## src/rtl/multiplier_controller.sv

```systemverilog
// Multi-cycle unsigned shift-add multiplier with start/done handshake; one multiplier bit retired per clock.
// Optional ZERO_BYPASS_EN: a zero operand skips RUN and completes in a single cycle.
module multiplier_controller #(
  parameter int WIDTH = 32
) (
  input  logic               clock,
  input  logic               reset,
  input  logic               start,
  input  logic [WIDTH-1:0]   in1,
  input  logic [WIDTH-1:0]   in2,
  output logic               ready,
  output logic               busy,
  output logic               done,
  output logic [2*WIDTH-1:0] out
);

  localparam int CW = $clog2(WIDTH);

  typedef enum logic [1:0] {
    IDLE = 2'd0,
    RUN  = 2'd1,
    DONE = 2'd2
  } state_t;

  state_t             state;
  logic [2*WIDTH-1:0] p;
  logic [WIDTH-1:0]   b;
  logic [CW-1:0]      count;
  logic [WIDTH:0]     sum;
  logic [2*WIDTH-1:0] next_p;

  // NOTE: always_comb outputs get a value on every path so no latch is inferred.
  always_comb begin
    sum    = {1'b0, p[2*WIDTH-1:WIDTH]} + (p[0] ? {1'b0, b} : '0);
    next_p = {sum, p[WIDTH-1:1]};
  end

  assign ready = (state == IDLE);
  assign busy  = ~ready;

  // NOTE: sequential state uses non-blocking assignments so every register samples pre-edge values.
  always_ff @(posedge clock) begin
    if (reset) begin
      state <= IDLE;
      out   <= '0;
      done  <= 1'b0;
      count <= '0;
      p     <= '0;
      // NOTE: b is a pure datapath register, always loaded before use, so it is left unreset.
    end else begin
      case (state)
        IDLE: begin
          done <= 1'b0;
          if (start) begin
`ifdef ZERO_BYPASS_EN
            if (in1 == '0 || in2 == '0) begin
              out   <= '0;
              done  <= 1'b1;
              state <= DONE;
            end else begin
              p     <= {{WIDTH{1'b0}}, in1};
              b     <= in2;
              count <= '0;
              state <= RUN;
            end
`else
            p     <= {{WIDTH{1'b0}}, in1};
            b     <= in2;
            count <= '0;
            state <= RUN;
`endif
          end
        end
        RUN: begin
          p     <= next_p;
          count <= count + CW'(1);
          if (count == CW'(WIDTH - 1)) begin
            out   <= next_p;
            done  <= 1'b1;
            state <= DONE;
          end
        end
        DONE: begin
          // Completion pulse lasts exactly one cycle; start is not looked at here.
          done  <= 1'b0;
          state <= IDLE;
        end
        default: begin
          done  <= 1'b0;
          state <= IDLE;
        end
      endcase
    end
  end

endmodule

```

## config.mk

```make
export PLATFORM = sky130hd
export DESIGN_NAME = multiplier_controller
export DESIGN_NICKNAME = d
export VERILOG_FILES = /design/src/rtl/multiplier_controller.sv
export SDC_FILE = /design/constraint.sdc
export NUM_CORES = 1
export LEC_CHECK = 0
export ABC_CLOCK_PERIOD_IN_PS = 4620
export BUFFER_PORTS_ARGS = -buffer_cell sky130_fd_sc_hd__buf_2
export CAP_MARGIN = 20
export CORE_AREA = 2 2 119 133
export DETAILED_ROUTE_END_ITERATION = 8
export DIE_AREA = 0 0 121 135
export GPL_TIMING_DRIVEN = 0
export PLACE_DENSITY = 0.84
export SYNTH_ARGS = -nofsm -noshare
export SYNTH_HDL_FRONTEND = slang
export SYNTH_SLANG_ARGS = --single-unit
```

## constraint.sdc

```tcl
create_clock -name clock -period 4.62 [get_ports clock]
set_input_delay 0.231 -clock clock [delete_from_list [all_inputs] [get_ports clock]]
set_output_delay 0.231 -clock clock [all_outputs]
set_load 0.005 [all_outputs]
```

==> flow_summary.ini <==
[clocking]
clk_path_buf_depth = 2
cts.clk_slew.worst_paths_ns = 0.07
cts_sinks = 168
cts.htree.levels = 4
numCtsBuffers = 17
cts_setup_buffers = 0
ctsResizeCount = 0
clk_latency_ns = 0.44
cts_tree = done
cts-root-buf = clkbuf_16

[floorplan]
coreArea_mm2 = 0.0149
die_area_mm2 = 0.0163
fp.dieW_um = 121
start_util_pct = 53.3
die_h_um = 135
num_rows = 47
io_pins = 134

[placed_design]
place_area_mm2 = 0.00888
port_buffers = 132
place_ws_ns = 1.22
dpl.hpwl_mm = 15.6
gp_congestion = 0.925
post-place-cells = 1244

[sta]
finalSetupViolations = 0
worst_slack_ns = 1.16
slew_headroom_pct = 45.3
final.setup.tns_ns = 0
post-route-min-period_ns = 3.46
finalClockSkew_ns = 0.0113
maxSlewViolCount = 0
timing.hold.ws_ns = 0.0513
hold_violations = 0
grt_setup_unrepaired = false
fin_crit_sh_pct = 75.0
fmax_mhz = 289
worst_pin_slew_ns = 0.817

[logic_synthesis]
synthCells = 913
syn_area_per_cell_um2 = 8.69
synth_flop_cell = dfxtp_1
synth_warnings = 0
ys_seq_elements = 168
synthesis.area_mm2 = 0.00793
synth_cell_types = 64
synth_fp_nets = 1015
synth_edf_count = 32
synth-seq-area-share_pct = 46.4
ys_async_sr_fraction_pct = 0

[finish]
fin_nets = 1201
final_cells = 1308
antenna_cells = 0
layout-area-overhead-vs-synth_pct = 23.8
fillers = 1197
drive_gt1_share_pct = 17.0
final_cell_area_mm2 = 0.00982
final_util_pct = 66.0

[global_route]
grt_pass1_vias = 6996
antenna_found_initial = 0
grt_pass1_wl_mm = 34.1
track_usage_pct = 26.4
overflow = 0
grt_start_max_net_pins = 18

[worst_setup_path]
critical_path.top_delay_family = compound AO/OA/AOI/OAI gates
start_kind = register
crit_path_end_kind = register
critical_path_class = reg2reg
cpMaxStageDelayCell = dfxtp_1
critPathRequiredTime_ns = 5.00
critPathMaxStageDelay_ns = 0.51
path_buf_inv = 1
worstPathCellList = clkbuf_1 -> nand2_1 -> fa_1 -> nand2b_1 -> a21oi_1 -> o21ai_0 -> a21boi_1 -> o21a_1 -> o21ai_1 -> a2111oi_0 -> a311o_1
path_max_fanout = 10
cp.arrival_ns = 3.84

[routing]
wire_per_inst_um = 16.3
ant_nets = 0
vias = 7388
drt-initial-drc-count = 603
drc = 0
dr.pass1.iters = 5
avgViaCountPerCell = 5.65
routed_wl_mm = 21.4

[outcome]
outcome = finished clean

[pwr]
p_per_area_mw_per_mm2 = 349
vdd_drop_max_mv = 0.284
p_total_mw = 3.43
p_leak_nw = 4.08

[worst_hold_path]
hp-class = in2reg

[run]
cap_viol_max_count = 0
registers in the layout, summed over array words and instances (netlist names):
name / flops
b: 32
count: 5
done: 1
out: 64
p: 64
state: 2
routing by layer:
metal	up-vias	GRT usage (%)	share of wire, %
li1	3582	-	-
met1	3462	33.5	43
met2	294	44.9	48
met3	50	4.77	6.6
met4	0	10.0	2.8
met5	-	0	0
kinds of logic after synthesis:
group	after synthesis	share of synthesized area (%)
flops	168	46.4
simple gates	369	20.6
compound gates	238	20.7
buf+inv	76	3.66
xor+xnor	27	2.98
fa+ha+maj	35	5.62
worst reg2reg max path, delay by kind of cell (launching register included):
kind,cells,cell delay (ns)
AOI/OAI and AO/OA,7,1.65
adders and majority gates,1,0.46
buffers and inverters,1,0.41
DFF,1,0.51
and+or+nand+nor,2,0.36
final cells by class:
type                            count  area [um2]  share of cell area, %
Inverter                           14        52.6                  0.535
Clock buffer                       19         475                   4.84
Buffer                             62         238                   2.42
Timing Repair Buffer              167        1010                   10.3
Sequential cell                   168        3680                   37.5
Clock inverter                     13         145                   1.48
Multi-Input combinational cell    669        3960                   40.4
Tap cell                          196         245                   2.50
report_power, final:
| part | leakage [nW] | switching, mW | total (mW) | internal [mW] |
|---|---|---|---|---|
| sequential | 1.40 | 0.0352 | 1.58 | 1.55 |
| combinational | 2.38 | 0.219 | 0.356 | 0.137 |
| clock | 0.302 | 0.654 | 1.49 | 0.831 |
worst paths after layout:
path	startpoint	endpoint	slack, ns	cells past startpoint
max	p[0]	out[47]	1.16	11
min	in1[24]	p[24]	0.05	3
max reg2reg	p[0]	out[47]	1.16	11
min reg2reg	out[12]	out[12]	0.45	2
repair_timing:
action                     in CTS  in global routing
hold endpoints to repair       32                  0
setup endpoints to repair       0                  0
hold buffers                   32                  0
cells in the mapped netlist, types with 14 or more instances:
master    number  area share (%)
a21oi_1       84             5.3
a311oi_1      33             3.6
clkbuf_1      51             2.4
nor2_1        70             3.3
inv_1         14            0.66
ha_1          34             5.4
nand2_1      203             9.6
xnor2_1       17             1.9
and2_1        36             2.8
a22o_1        17             1.9
dfxtp_1      136              34
edfxtp_1      32              12
o21ai_0       25             1.6
cell usage in the layout, fill, tap and decap left out, types with 7 or more instances in the layout:
cell           instances
a311oi_1              33
buf_1                  7
nand4_1                7
nor2_1                70
edfxtp_1              32
a21o_1                12
and2_1                36
o21ai_0               25
buf_2                134
nand3_1               12
dlygate4sd3_1         32
a211oi_1              11
clkbuf_16             19
nand2_1              203
xnor2_1               17
xor2_1                10
a21oi_1               84
a22o_1                17
nand2b_1               9
ha_1                  34
clkbuf_1              51
inv_1                 14
dfxtp_1              136
Power figures use the tool's default switching activity.
